--- src/rtl/uart_pkg.sv ---
`default_nettype none
// ============================================================================
// Module   : uart_pkg
// Brief    : Shared UART types, parity encodings and baud divider helper.
// Revision : 1.0 - initial release
// ============================================================================
package uart_pkg;

    typedef enum logic [2:0] {
        ST_IDLE   = 3'd0,
        ST_START  = 3'd1,
        ST_DATA   = 3'd2,
        ST_PARITY = 3'd3,
        ST_STOP   = 3'd4
    } uart_rx_state_t;

    localparam int PAR_NONE = 0;
    localparam int PAR_EVEN = 1;
    localparam int PAR_ODD  = 2;

    // Clocks per oversample tick, never below one.
    function automatic int calc_div(input int clk_hz, input int baud, input int oversample);
        int d;
        d = clk_hz / (baud * oversample);
        return (d < 1) ? 1 : d;
    endfunction

endpackage
`default_nettype wire

--- src/rtl/uart_baud_tick.sv ---
`default_nettype none
// ============================================================================
// Module   : uart_baud_tick
// Brief    : Oversample tick generator, one-cycle tick every DIV clocks.
// Revision : 1.0 - initial release
// ============================================================================
module uart_baud_tick #(
    parameter int DIV = 1
) (
    input  logic r_clk,
    input  logic r_rst_n,
    input  logic clear,
    output logic tick
);

    localparam int                 c_cnt_w = (DIV > 1) ? $clog2(DIV) : 1;
    localparam logic [c_cnt_w-1:0] c_last  = c_cnt_w'(DIV - 1);

    logic [c_cnt_w-1:0] r_cnt;

    always_ff @(posedge r_clk or negedge r_rst_n) begin
        if (!r_rst_n) begin
            r_cnt <= '0;
        end else if (clear || (r_cnt == c_last)) begin
            r_cnt <= '0;
        end else begin
            r_cnt <= r_cnt + c_cnt_w'(1);
        end
    end

    assign tick = !clear && (r_cnt == c_last);

endmodule
`default_nettype wire

--- src/rtl/uart_rx_param.sv ---
`default_nettype none
// ============================================================================
// Module   : uart_rx_param
// Brief    : Oversampling UART receiver with valid/ready output and error
//            status. Optional break detection via UART_RX_BREAK_EN.
// Revision : 1.0 - initial release
// ============================================================================
module uart_rx_param
    import uart_pkg::*;
#(
    parameter int CLK_HZ      = 50_000_000,
    parameter int BAUD        = 115_200,
    parameter int OVERSAMPLE  = 16,
    parameter int DATA_BITS   = 8,
    parameter int PARITY_MODE = 1,
    parameter int STOP_BITS   = 1
) (
    input  logic                 r_clk,
    input  logic                 r_rst_n,
    input  logic                 rx_in,
    output logic [DATA_BITS-1:0] rx_data,
    output logic                 rx_valid,
    input  logic                 rx_ready,
    output logic                 parity_err,
    output logic                 frame_err,
    output logic                 overrun_err,
    output logic                 busy
`ifdef UART_RX_BREAK_EN
    ,
    output logic                 break_det
`endif
);

    localparam int                 c_div       = calc_div(CLK_HZ, BAUD, OVERSAMPLE);
    localparam int                 c_os_w      = $clog2(OVERSAMPLE);
    localparam logic [c_os_w-1:0]  c_os_mid    = c_os_w'(OVERSAMPLE / 2 - 1);
    localparam logic [c_os_w-1:0]  c_os_last   = c_os_w'(OVERSAMPLE - 1);
    localparam int                 c_bit_w     = $clog2(DATA_BITS + 1);
    localparam logic [c_bit_w-1:0] c_data_last = c_bit_w'(DATA_BITS - 1);
    localparam logic [c_bit_w-1:0] c_stop_last = c_bit_w'(STOP_BITS - 1);
`ifdef UART_RX_BREAK_EN
    localparam bit                 c_brk_en    = 1'b1;
`else
    localparam bit                 c_brk_en    = 1'b0;
`endif

    logic                 r_sync1;
    logic                 r_sync2;
    uart_rx_state_t       r_state;
    uart_rx_state_t       w_state_nxt;
    logic [c_os_w-1:0]    r_os_cnt;
    logic [c_bit_w-1:0]   r_bit_cnt;
    logic [DATA_BITS-1:0] r_shift;
    logic                 r_par_err;
    logic                 r_frm_err;
    logic                 r_zero;
    logic                 r_brk_hold;
    logic                 w_tick;
    logic                 w_sample;
    logic                 w_deliver;
    logic                 w_word_frm;
    logic                 w_word_brk;
    logic                 w_brk_now;
    logic                 w_par_exp;

    always_ff @(posedge r_clk or negedge r_rst_n) begin
        if (!r_rst_n) begin
            r_sync1 <= 1'b1;
            r_sync2 <= 1'b1;
        end else begin
            r_sync1 <= rx_in;
            r_sync2 <= r_sync1;
        end
    end

    uart_baud_tick #(
        .DIV     (c_div)
    ) u_baud_tick (
        .r_clk   (r_clk),
        .r_rst_n (r_rst_n),
        .clear   (r_state == ST_IDLE),
        .tick    (w_tick)
    );

    assign w_par_exp = (PARITY_MODE == PAR_ODD) ? ~^r_shift : ^r_shift;
    // Break: all-zero data/parity and a low first stop bit.
    assign w_brk_now = c_brk_en && (r_bit_cnt == '0) && r_zero && !r_sync2;

    always_ff @(posedge r_clk or negedge r_rst_n) begin
        if (!r_rst_n) begin
            r_state <= ST_IDLE;
        end else begin
            r_state <= w_state_nxt;
        end
    end

    always_comb begin
        w_state_nxt = r_state;
        w_sample    = 1'b0;
        w_deliver   = 1'b0;
        w_word_frm  = r_frm_err;
        w_word_brk  = 1'b0;
        case (r_state)
            ST_IDLE: begin
                if (!r_sync2) w_state_nxt = ST_START;
            end
            ST_START: begin
                if (w_tick && (r_os_cnt == c_os_mid)) begin
                    w_sample    = 1'b1;
                    w_state_nxt = r_sync2 ? ST_IDLE : ST_DATA;
                end
            end
            ST_DATA: begin
                if (w_tick && (r_os_cnt == c_os_last)) begin
                    w_sample = 1'b1;
                    if (r_bit_cnt == c_data_last) begin
                        w_state_nxt = (PARITY_MODE == PAR_NONE) ? ST_STOP : ST_PARITY;
                    end
                end
            end
            ST_PARITY: begin
                if (w_tick && (r_os_cnt == c_os_last)) begin
                    w_sample    = 1'b1;
                    w_state_nxt = ST_STOP;
                end
            end
            ST_STOP: begin
                if (r_brk_hold) begin
                    if (r_sync2) w_state_nxt = ST_IDLE;
                end else if (w_tick && (r_os_cnt == c_os_last)) begin
                    w_sample   = 1'b1;
                    w_word_frm = r_frm_err | !r_sync2;
                    if (w_brk_now) begin
                        w_deliver  = 1'b1;
                        w_word_brk = 1'b1;
                        w_word_frm = 1'b0;
                    end else if (r_bit_cnt == c_stop_last) begin
                        w_deliver   = 1'b1;
                        w_state_nxt = ST_IDLE;
                    end
                end
            end
            default: w_state_nxt = ST_IDLE;
        endcase
    end

    always_ff @(posedge r_clk or negedge r_rst_n) begin
        if (!r_rst_n) begin
            r_os_cnt   <= '0;
            r_bit_cnt  <= '0;
            r_shift    <= '0;
            r_par_err  <= 1'b0;
            r_frm_err  <= 1'b0;
            r_zero     <= 1'b1;
            r_brk_hold <= 1'b0;
        end else if (r_state == ST_IDLE) begin
            r_os_cnt   <= '0;
            r_bit_cnt  <= '0;
            r_par_err  <= 1'b0;
            r_frm_err  <= 1'b0;
            r_zero     <= 1'b1;
            r_brk_hold <= 1'b0;
        end else if (w_tick) begin
            r_os_cnt <= w_sample ? '0 : r_os_cnt + c_os_w'(1);
            if (w_sample) begin
                case (r_state)
                    ST_DATA: begin
                        r_shift   <= {r_sync2, r_shift[DATA_BITS-1:1]};
                        r_zero    <= r_zero & !r_sync2;
                        r_bit_cnt <= (r_bit_cnt == c_data_last) ? '0 : r_bit_cnt + c_bit_w'(1);
                    end
                    ST_PARITY: begin
                        r_par_err <= (r_sync2 != w_par_exp);
                        r_zero    <= r_zero & !r_sync2;
                    end
                    ST_STOP: begin
                        r_frm_err  <= r_frm_err | !r_sync2;
                        r_bit_cnt  <= r_bit_cnt + c_bit_w'(1);
                        r_brk_hold <= w_word_brk;
                    end
                    default: ;
                endcase
            end
        end
    end

    // A completed word is dropped only when the held word is not being taken.
    always_ff @(posedge r_clk or negedge r_rst_n) begin
        if (!r_rst_n) begin
            rx_data     <= '0;
            rx_valid    <= 1'b0;
            parity_err  <= 1'b0;
            frame_err   <= 1'b0;
            overrun_err <= 1'b0;
        end else begin
            overrun_err <= 1'b0;
            if (w_deliver) begin
                if (!rx_valid || rx_ready) begin
                    rx_data    <= r_shift;
                    parity_err <= r_par_err;
                    frame_err  <= w_word_frm;
                    rx_valid   <= 1'b1;
                end else begin
                    overrun_err <= 1'b1;
                end
            end else if (rx_valid && rx_ready) begin
                rx_valid <= 1'b0;
            end
        end
    end

`ifdef UART_RX_BREAK_EN
    always_ff @(posedge r_clk or negedge r_rst_n) begin
        if (!r_rst_n) begin
            break_det <= 1'b0;
        end else if (w_deliver && (!rx_valid || rx_ready)) begin
            break_det <= w_word_brk;
        end
    end
`endif

    assign busy = (r_state != ST_IDLE);

endmodule
`default_nettype wire
--- config.mk ---
export PLATFORM = sky130hd
export DESIGN_NAME = uart_rx_param
export DESIGN_NICKNAME = d
export VERILOG_FILES = /design/src/rtl/uart_pkg.sv /design/src/rtl/uart_baud_tick.sv /design/src/rtl/uart_rx_param.sv
export SDC_FILE = /design/constraint.sdc
export NUM_CORES = 1
export LEC_CHECK = 0
export CAP_MARGIN = 20
export CELL_PAD_IN_SITES_DETAIL_PLACEMENT = 1
export CELL_PAD_IN_SITES_GLOBAL_PLACEMENT = 1
export CORE_AREA = 2 2 69 71
export CTS_CLUSTER_SIZE = 12
export DETAILED_ROUTE_END_ITERATION = 10
export DIE_AREA = 0 0 71 73
export PLACE_DENSITY = 0.75
export SLEW_MARGIN = 20
export SYNTH_ARGS = -nofsm -noshare
export SYNTH_HDL_FRONTEND = slang
export SYNTH_SLANG_ARGS = --single-unit
--- constraint.sdc ---
create_clock -name r_clk -period 2.59 [get_ports r_clk]
set_input_delay 0.777 -clock r_clk [delete_from_list [all_inputs] [get_ports r_clk]]
set_output_delay 0.777 -clock r_clk [all_outputs]
set_load 0.03 [all_outputs]
==> impl_metrics.toml, run 1 <==
[outcome]
outcome = "completed"

[timing]
rsz0062_at_grt = "no"
drv_slew = 0
period_needed_ns = 2.332
finalSetupViolCount = 0
hold_violations = 0
clock-skew-final_ns = 0.01236
worstMarginPinSlew_ns = 0.8971
fmax_mhz = 428.8
min_period_over_period_pct = 90.04
maxSlewHeadroom_pct = 40.20
tns_ns = 0

[power]
p_leak_nw = 1.039
vdd_drop_max_v = 0.0003232
p_per_area_nw_per_um2 = 543.8
p_total_mw = 1.246

[place]
gp_congestion = 0.7632
io_buffer_count = 16
dp_hpwl_mm = 2.875
dp.cells = 231

[setup_path]
worstSetupEndpointType = "register"
slowest_stage = "mux2_2"
cp-startpoint = "u_baud_tick.r_cnt[0]"
critPathMaxStageDelay_ns = 0.43
cp_max_fo = 11
timing.rr.start = "u_baud_tick.r_cnt[0]"
cp_cell_sequence = "inv_1 > ha_1 > and4b_1 > and3_2 > nand3_1 > mux2_2"
start_kind = "register"
cp_data_required_time_ns = 2.76
critPathKind = "register to register"
critical_path_arrival_ns = 2.50

[clock_tree]
hold_buffers = 0
cts_tree = "built"
clk_pin_slew_ns = 0.07
insertion_delay_ns = 0.29
ctsHtreeMaxLevel = 2
cts-root-buf = "clkbuf_8"
cts_sinks = 40
cts_max_path_buffers = 2
cts_buffers = 5

[logic_synthesis]
ys_warn_count = 0
synth_area_leaders = "dfrtp_1 (48%), mux2_4 (6.1%), mux2_2 (5.1%)"
synth_cell_type_count = 47
syn_area_per_cell_um2 = 11.95
yosysTopAreaCell = "dfrtp_1"
ys_seq_area_share_pct = 50.89
netlist_instances = 165
synth_edf_count = 0
mappedNetlistArea_um2 = 1972
ys_ff_latch = 40
async_reset_ff_share_pct = 100.0
synth.net_count = 174
synth_top_cell_area_share_pct = 48.22
ys.flop_type = "dfrtp_1"

[die]
initial_core_util_pct = 43.48
die-area_um2 = 5183
core_area_um2 = 4536
ios = 17
die_x_um = 71
num_rows = 25
die_h_um = 73

[layout]
final_common_cell = "dfrtp_1"
drive_above_1_share_pct = 21.08
n_antenna_cell = 0
final_util_pct = 50.51
nNetsFinal = 193
fillers = 482
syn2layout_area_growth_pct = 16.18
stdcell_count = 239
final_cell_mix = "dfrtp_1 (38), clkdlybuf4s50_1 (14), nor2_1 (13), xnor2_1 (10), mux2_2 (9)"

[global_routing]
grt_max_degree = 41
grt_pass1_vias = 1431
grt_overflow = 0
track_usage_pct = 17.34
grt_first_pass_wirelength_mm = 6.768
antenna_found_initial = 0

[detailed_routing]
viasPerCell = 5.582
wirelength_mm = 4.060
drtIter0Drc = 62
vias = 1334
final_antenna_net_count = 0
wire_per_inst_um = 16.99
first_pass_iters = 5
drc = 0

[hold_path]
hp-class = "register to register"
holdCritStartpoint = "r_sync1"

[run]
max_cap_viol_count = 0
stage by stage:
stage / cell area [um2] / setup slack [ns] / hold WS [ns]
global route: 2291 / 0.09450 / 0.3705
detailed placement: 2160 / 0.2220 / 0.3511
CTS: 2291 / 0.2390 / 0.3625
finish: 2291 / 0.2580 / 0.3616
floorplan: 1972 / 0.6168 / 0.3452
global placement: 2160 / 0.3138 / 0.3474
state kept, by name, indices dropped and copies added, names as in the netlist, 3 cells and up:
| name | count |
|---|---|
| r_shift | 8 |
| rx_data | 8 |
| u_baud_tick.r_cnt | 5 |
| r_bit_cnt | 4 |
| r_os_cnt | 4 |
| r_state | 3 |
cell type report:
| class | count | area, um2 | area share [%] |
|---|---|---|---|
| flip-flops and latches | 40 | 1003 | 43.80 |
| repair buffers | 20 | 183.9 | 8.028 |
| clock buffers | 6 | 72.57 | 3.168 |
| multi-input cells | 111 | 880.8 | 38.45 |
| inverters | 6 | 22.52 | 0.9831 |
| well taps | 54 | 67.56 | 2.949 |
| clock inverters | 2 | 60.06 | 2.622 |
timing repair:
action,4_1_cts,5_1_grt
setup buffers,0,0
endpoints found under the setup margin,1,0
resized for setup,1,0
power breakdown:
part / total, mW / switching [mW] / leakage [nW] / internal, mW
Clock: 0.600 / 0.215 / 0.0654 / 0.385
Combinational: 0.0172 / 0.0126 / 0.446 / 0.00458
Sequential: 0.629 / 0.00188 / 0.527 / 0.627
Total: 1.25 / 0.229 / 1.04 / 1.02
kinds of logic after synthesis:
group	after synthesis	share of synthesized area [%]
multiplexers	18	11.74
flip-flops	40	50.89
AO/OA/AOI/OAI	25	8.504
buffers and inverters	14	4.441
XOR/XNOR	15	6.662
AND/OR/NAND/NOR	47	14.09
adder cells (fa/ha/maj)	6	3.680
cell usage after synthesis, types with 2 or more instances:
library cell  count
mux2_4            8
buf_6             2
or3b_2            2
nor2_1           13
a21oi_1           4
nor4_1            2
nand4_1           2
and2_2            2
buf_2             2
mux2_2            9
buf_4             2
nand3b_1          2
nand3_1           5
nand2_1           6
o21ai_0           8
nor4b_1           2
o2bb2ai_1         2
dfrtp_1          38
dfstp_2           2
inv_1             6
xor2_1            5
a22o_1            2
nor2b_1           2
xnor2_1          10
ha_1              5
metal layers:
metal	vias to the layer above	part of all wire, %	GRT usage (%)
met4	0	0.89	7.757
met5	-	0	0
met1	687	43	20.63
li1	617	-	-
met3	2	3.1	5.249
met2	28	53	29.08
critical path, delay by kind of cell, from the launching register on:
family	cells	cell delay (ns)
buffers and inverters	1	0.07
DFF	1	0.41
adders and majority gates	1	0.19
muxes	1	0.43
and+or+nand+nor	3	1.11
final timing paths:
| kind | cells past startpoint | slack (ns) | end |
|---|---|---|---|
| max | 6 | 0.26 | rx_data[4] |
| min reg2reg | 0 | 0.36 | r_sync2 |
| max reg2reg | 6 | 0.26 | rx_data[4] |
| min | 0 | 0.36 | r_sync2 |
| max in group asynchronous | 1 | 1.41 | r_os_cnt[2] |
| min in group asynchronous | 1 | 0.61 | rx_valid |
No activity file was read; power rests on OpenSTA's default activity.
==> run 2, diff against run 1 <==
--- a/config.mk
+++ b/config.mk
@@ -12,8 +12,9 @@
 export CTS_CLUSTER_SIZE = 12
 export DETAILED_ROUTE_END_ITERATION = 10
 export DIE_AREA = 0 0 71 73
-export PLACE_DENSITY = 0.75
+export PLACE_DENSITY = 0.76
 export SLEW_MARGIN = 20
 export SYNTH_ARGS = -nofsm -noshare
 export SYNTH_HDL_FRONTEND = slang
+export SYNTH_HIERARCHICAL = 1
 export SYNTH_SLANG_ARGS = --single-unit
==> run 2 against run 1 <==
- count of clock-buffer cells in the layout decreased by 1
- sequential cell count unchanged
- hold slack worse by 0.045 ns
- register-to-register slack lost 0.07 ns
- maximum frequency decreased by 3.0%
- clock power down 12%
- critical path depth grew 2
- global-route usage is 0.95 points higher
- sequential power is essentially flat
- routed wire length grew 3.6%
- synthesized cell count increased by 1.8%
- highest routed layer unchanged
- total power is 5.5% lower
==> impl_metrics.toml, run 2 <==
[timing]
maxSlewHeadroom_pct = 77.87
clock-skew-final_ns = 0.01258
drv_slew = 0
rsz0062_at_grt = "no"
period_needed_ns = 2.403
finalSetupViolCount = 0
tns_ns = 0
worstMarginPinSlew_ns = 0.3309
min_period_over_period_pct = 92.80
fmax_mhz = 416.1
hold_violations = 0

[clock_tree]
cts_sinks = 40
insertion_delay_ns = 0.30
cts_resized = 0
post_cts_buffers = 0
ctsHtreeMaxLevel = 2
cts_max_path_buffers = 2
cts-root-buf = "clkbuf_8"
clk_pin_slew_ns = 0.08
hold_buffers = 0
cts_tree = "built"
cts_buffers = 5

[run]
max_cap_viol_count = 0

[place]
dp_hpwl_mm = 3.079
gp_congestion = 0.7949
io_buffer_count = 16

[power]
p_per_area_nw_per_um2 = 501.1
vdd_drop_max_v = 0.0002531
p_leak_nw = 1.095
p_total_mw = 1.177

[logic_synthesis]
synth_area_leaders = "dfrtp_1 (48%), mux2_2 (9.6%), ha_1 (3.1%)"
synth_cell_type_count = 46
async_reset_ff_share_pct = 100.0
ys.flop_type = "dfrtp_1"
syn_area_per_cell_um2 = 11.86
ys_ff_latch = 40
synth_top_cell_area_share_pct = 47.71
yosysTopAreaCell = "dfrtp_1"
synth.net_count = 177
ys_seq_area_share_pct = 50.35
synth_edf_count = 0
yosys-top-cells-count = "dfrtp_1 (38), mux2_2 (17), nand2_1 (9), nor2_1 (8), xnor2_1 (7)"
ys_warn_count = 6
mappedNetlistArea_um2 = 1993
yosysMostFrequentCell = "dfrtp_1"
netlist_instances = 168

[setup_path]
cp_data_required_time_ns = 2.77
r2r_cells = 8
critical_path_arrival_ns = 2.59
critPathKind = "register to register"
cp_max_fo = 10
worstSetupEndpointType = "register"
start_kind = "register"

[die]
die_x_um = 71
num_rows = 25
core_area_um2 = 4536
ios = 17
die-area_um2 = 5183
initial_core_util_pct = 43.94
die_h_um = 73

[layout]
nNetsFinal = 200
fillers = 478
final_common_cell = "dfrtp_1"
drive_above_1_share_pct = 24.48
reg.largest.list = "r_shift x8, rx_data x8, u_baud_tick/r_cnt x5"
final_cell_mix = "dfrtp_1 (38), mux2_2 (17), clkdlybuf4s50_1 (14), nand2_1 (9), buf_4 (9)"
n_antenna_cell = 0
syn2layout_area_growth_pct = 17.89

[hold_path]
hp-class = "input port to asynchronous set/reset pin"

[outcome]
outcome = "completed"

[global_routing]
grt_overflow = 0
track_usage_pct = 18.29
antenna_found_initial = 0
grt_pass1_vias = 1536
grt_first_pass_wirelength_mm = 7.334
grt_max_degree = 18

[detailed_routing]
drtIter0Drc = 77
first_pass_iters = 4
vias = 1373
wire_per_inst_um = 17.10
final_antenna_net_count = 0
viasPerCell = 5.581
wirelength_mm = 4.207
drc = 0
run 2: changes by cell type in the layout (fill, tap and decap cells not counted), moves of 3 or more:
| cell | before | now |
|---|---|---|
| mux2_2 | 9 | 17 |
| mux2_4 | 8 | 0 |
| buf_4 | 4 | 9 |
| nor2_1 | 13 | 8 |
| o31ai_1 | 1 | 5 |
| nand2_1 | 6 | 9 |
| o21ai_0 | 8 | 5 |
| xnor2_1 | 10 | 7 |
run 2: logic make-up (layout without fill, tap and decap cells):
kind of cell | after synthesis | in the layout | share of synthesized area, %
fa+ha+maj | 7 | 7 | 4.206
buf+inv | 15 | 39 | 3.892
compound gates | 28 | 28 | 9.542
simple gates | 49 | 49 | 16.38
flops | 40 | 40 | 50.35
xor+xnor | 11 | 11 | 5.524
mux | 18 | 18 | 10.11
run 2: cell type report:
class	instances	area [um2]	area share (%)
tap	54	67.56	2.875
clock inverter	3	46.29	1.970
inverter	6	22.52	0.9585
multi-input combinational	113	915.9	38.98
clock buffer	5	68.82	2.929
sequential	40	1003	42.70
timing repair buffer	25	225.2	9.585
run 2: final timing paths:
kind	end	slack [ns]	startpoint
hold reg to reg	r_sync2	0.37	r_sync1
setup reg to reg	rx_data[1]	0.19	u_baud_tick/r_cnt[0]
max in group asynchronous	r_sync2	1.75	r_rst_n
hold / removal	r_bit_cnt[0]	0.32	r_rst_n
setup / recovery	rx_data[1]	0.19	u_baud_tick/r_cnt[0]
min in group r_clk	r_sync2	0.37	r_sync1
run 2: power by group:
| part | leakage [nW] | switching (mW) | internal [mW] | total, mW |
|---|---|---|---|---|
| clock network | 0.0548 | 0.238 | 0.290 | 0.529 |
| logic | 0.519 | 0.0145 | 0.00663 | 0.0211 |
| registers | 0.522 | 0.00103 | 0.627 | 0.628 |
| total | 1.10 | 0.254 | 0.924 | 1.18 |
run 2: per-stage QoR:
| step | instance area [um2] | worst slack [ns] | std cells | util [%] | hold WS [ns] |
|---|---|---|---|---|---|
| finish | 2350 | 0.1866 | 246 | 51.81 | 0.3162 |
| global route | 2350 | 0.02075 | 246 | 51.81 | 0.3198 |
| CTS | 2344 | 0.001171 | 246 | 51.67 | 0.3153 |
| detailed placement | 2228 | 0.08179 | 238 | 49.13 | 0.3573 |
| global placement | 2228 | 0.2229 | 238 | 49.13 | 0.3491 |
| floorplan | 1993 | 0.3409 | 168 | - | 0.3452 |
run 2: worst max-delay path, cell delays in order, from the launching register on:
cell	delay, ns
dfrtp_1	0.43
inv_1	0.09
ha_1	0.14
and4b_1	0.36
nor2b_2	0.26
nand4_4	0.15
nor3_4	0.26
nand4_4	0.27
mux2_2	0.35
run 2: routing by layer:
metal  track usage (%)  routed length (um)  vias up
met2             33.23                2260       24
met4             6.080                  55        0
li1                  -                   -      645
met5                 0                   0        -
met3             4.558                 126        6
met1             21.11                1765      698
==> run 3, diff against run 2 <==
--- a/config.mk
+++ b/config.mk
@@ -12,9 +12,9 @@
 export CTS_CLUSTER_SIZE = 12
 export DETAILED_ROUTE_END_ITERATION = 10
 export DIE_AREA = 0 0 71 73
-export PLACE_DENSITY = 0.76
+export PLACE_DENSITY = 0.75
+export REMOVE_ABC_BUFFERS = 1
 export SLEW_MARGIN = 20
 export SYNTH_ARGS = -nofsm -noshare
 export SYNTH_HDL_FRONTEND = slang
-export SYNTH_HIERARCHICAL = 1
 export SYNTH_SLANG_ARGS = --single-unit
==> constraint.sdc (replaced) <==
create_clock -name r_clk -period 2.59 [get_ports r_clk]
set_input_delay 0.518 -clock r_clk [delete_from_list [all_inputs] [get_ports r_clk]]
set_output_delay 0.518 -clock r_clk [all_outputs]
set_load 0.03 [all_outputs]
==> run 3 against run 2 <==
- total power is 2.7% lower
- maximum frequency is 1.1% higher
- count of clock-buffer cells in the layout is 1 higher
- sequential cell count stayed put
- final area is 3.8% lower
- core utilization is 2.0 points lower
- first-iteration DRC count is 44% lower
- via count is 5.9% lower
- critical path type is now register to output port
- highest routed layer unchanged
==> impl_metrics.toml, run 3 (synthesis gave the netlist of run 1 again) <==
[outcome]
outcome = "completed"

[setup_path]
cp-startpoint = "r_state[1]"
critical_path_arrival_ns = 1.86
start_kind = "register"
critPathKind = "register to output port"
slowest_stage = "clkdlybuf4s50_1"
timing.rr.start = "u_baud_tick.r_cnt[0]"
cp_max_fo = 12
critPathMaxStageDelay_ns = 0.61
cp_top_family = "buffers and inverters"
cp_cell_sequence = "nor3_1 > inv_1 > clkdlybuf4s50_1"
worstSetupEndpointType = "output port"
cp_data_required_time_ns = 2.07
path_buf_inv = 2

[timing]
layout_setup_ws_ns = 0.2125
hold_violations = 0
worstMarginPinSlew_ns = 0.8779
period_needed_ns = 2.378
maxSlewHeadroom_pct = 41.47
tns_ns = 0
drv_slew = 0
rsz0062_at_grt = "no"
fmax_mhz = 420.6
finalSetupViolCount = 0
min_period_over_period_pct = 91.80
clock-skew-final_ns = 0.008988

[die]
core_area_um2 = 4536
die_x_um = 71
num_rows = 25
die_h_um = 73
die-area_um2 = 5183
ios = 17
initial_core_util_pct = 43.48

[hold_path]
hp-class = "input port to asynchronous set/reset pin"

[detailed_routing]
drtIter0Drc = 43
drc = 0
first_pass_iters = 6
final_antenna_net_count = 0
wire_per_inst_um = 16.49
wirelength_mm = 3.925
vias = 1292
viasPerCell = 5.429

[clock_tree]
cts_max_path_buffers = 2
ctsHtreeMaxLevel = 2
post_cts_buffers = 0
hold_buffers = 0
insertion_delay_ns = 0.29
cts_buffers = 5
cts_tree = "built"
cts-root-buf = "clkbuf_8"
cts_resized = 0
clk_pin_slew_ns = 0.08
cts_sinks = 40

[place]
gp_congestion = 0.8241
dp_hpwl_mm = 2.849
place_area_um2 = 2152
io_buffer_count = 16
dp_worst_setup_slack_ns = 0.4081

[global_routing]
grt_first_pass_wirelength_mm = 6.796
grt_max_degree = 41
grt_pass1_vias = 1453
grt_overflow = 0
track_usage_pct = 17.10
antenna_found_initial = 0

[layout]
reg.largest.list = "r_shift x8, rx_data x8, u_baud_tick.r_cnt x5"
drive_above_1_share_pct = 20.65
final_util_pct = 49.82
nNetsFinal = 192
final_common_cell = "dfrtp_1"
final_cell_mix = "dfrtp_1 (38), clkdlybuf4s50_1 (15), nor2_1 (13), xnor2_1 (10), mux2_2 (9)"
syn2layout_area_growth_pct = 14.59
n_antenna_cell = 0
stdcell_area_um2 = 2260

[power]
p_total_mw = 1.145
p_per_area_nw_per_um2 = 506.8
p_leak_nw = 1.024
vdd_drop_max_v = 0.0002993

[run]
max_cap_viol_count = 0
run 3: report_power, final:
| part | switching (mW) | leakage, nW | total, mW | internal (mW) |
|---|---|---|---|---|
| sequential | 0.00184 | 0.527 | 0.629 | 0.627 |
| clock | 0.214 | 0.0552 | 0.499 | 0.286 |
| combinational | 0.0124 | 0.441 | 0.0170 | 0.00460 |
run 3: per-stage QoR:
step | cells | hold slack, ns
finish | 238 | 0.3374
global route | 238 | 0.3606
CTS | 238 | 0.3590
detailed placement | 230 | 0.3475
global placement | 230 | 0.3459
floorplan | 157 | 0.2224
run 3: area by class of cell:
class / instances / area, um2
Clock buffer: 6 / 72.57
Clock inverter: 2 / 35.03
Fill cell: 480 / 2276
Inverter: 6 / 22.52
Multi-Input combinational cell: 111 / 880.8
Sequential cell: 40 / 1003
Tap cell: 54 / 67.56
Timing Repair Buffer: 19 / 177.7
run 3: worst reg2reg max path, stage by stage, from the launching register on:
cell and delay, ns:
dfrtp_1 0.41, inv_1 0.08, ha_1 0.16, and4b_1 0.39
nand3_4 0.15, or4_4 0.55, mux2_4 0.34
run 3: per-layer routing:
metal	vias up	share of wire [%]	global-route usage, %
met1	657	45	20.70
met3	6	2.5	4.420
met5	-	0	0
met4	0	1.9	7.547
li1	612	-	-
met2	17	50	28.87
run 3: path summary, 6_finish.rpt:
kind,slack [ns],end,depth (start not counted)
worst max-delay path,0.21,busy,3
worst min-delay path,0.34,r_bit_cnt[1],1
worst max register to register,0.40,r_shift[5],6
worst min register to register,0.36,r_sync2,0
max in group asynchronous,1.69,u_baud_tick.r_cnt[4],1
min in group r_clk,0.36,r_sync2,0
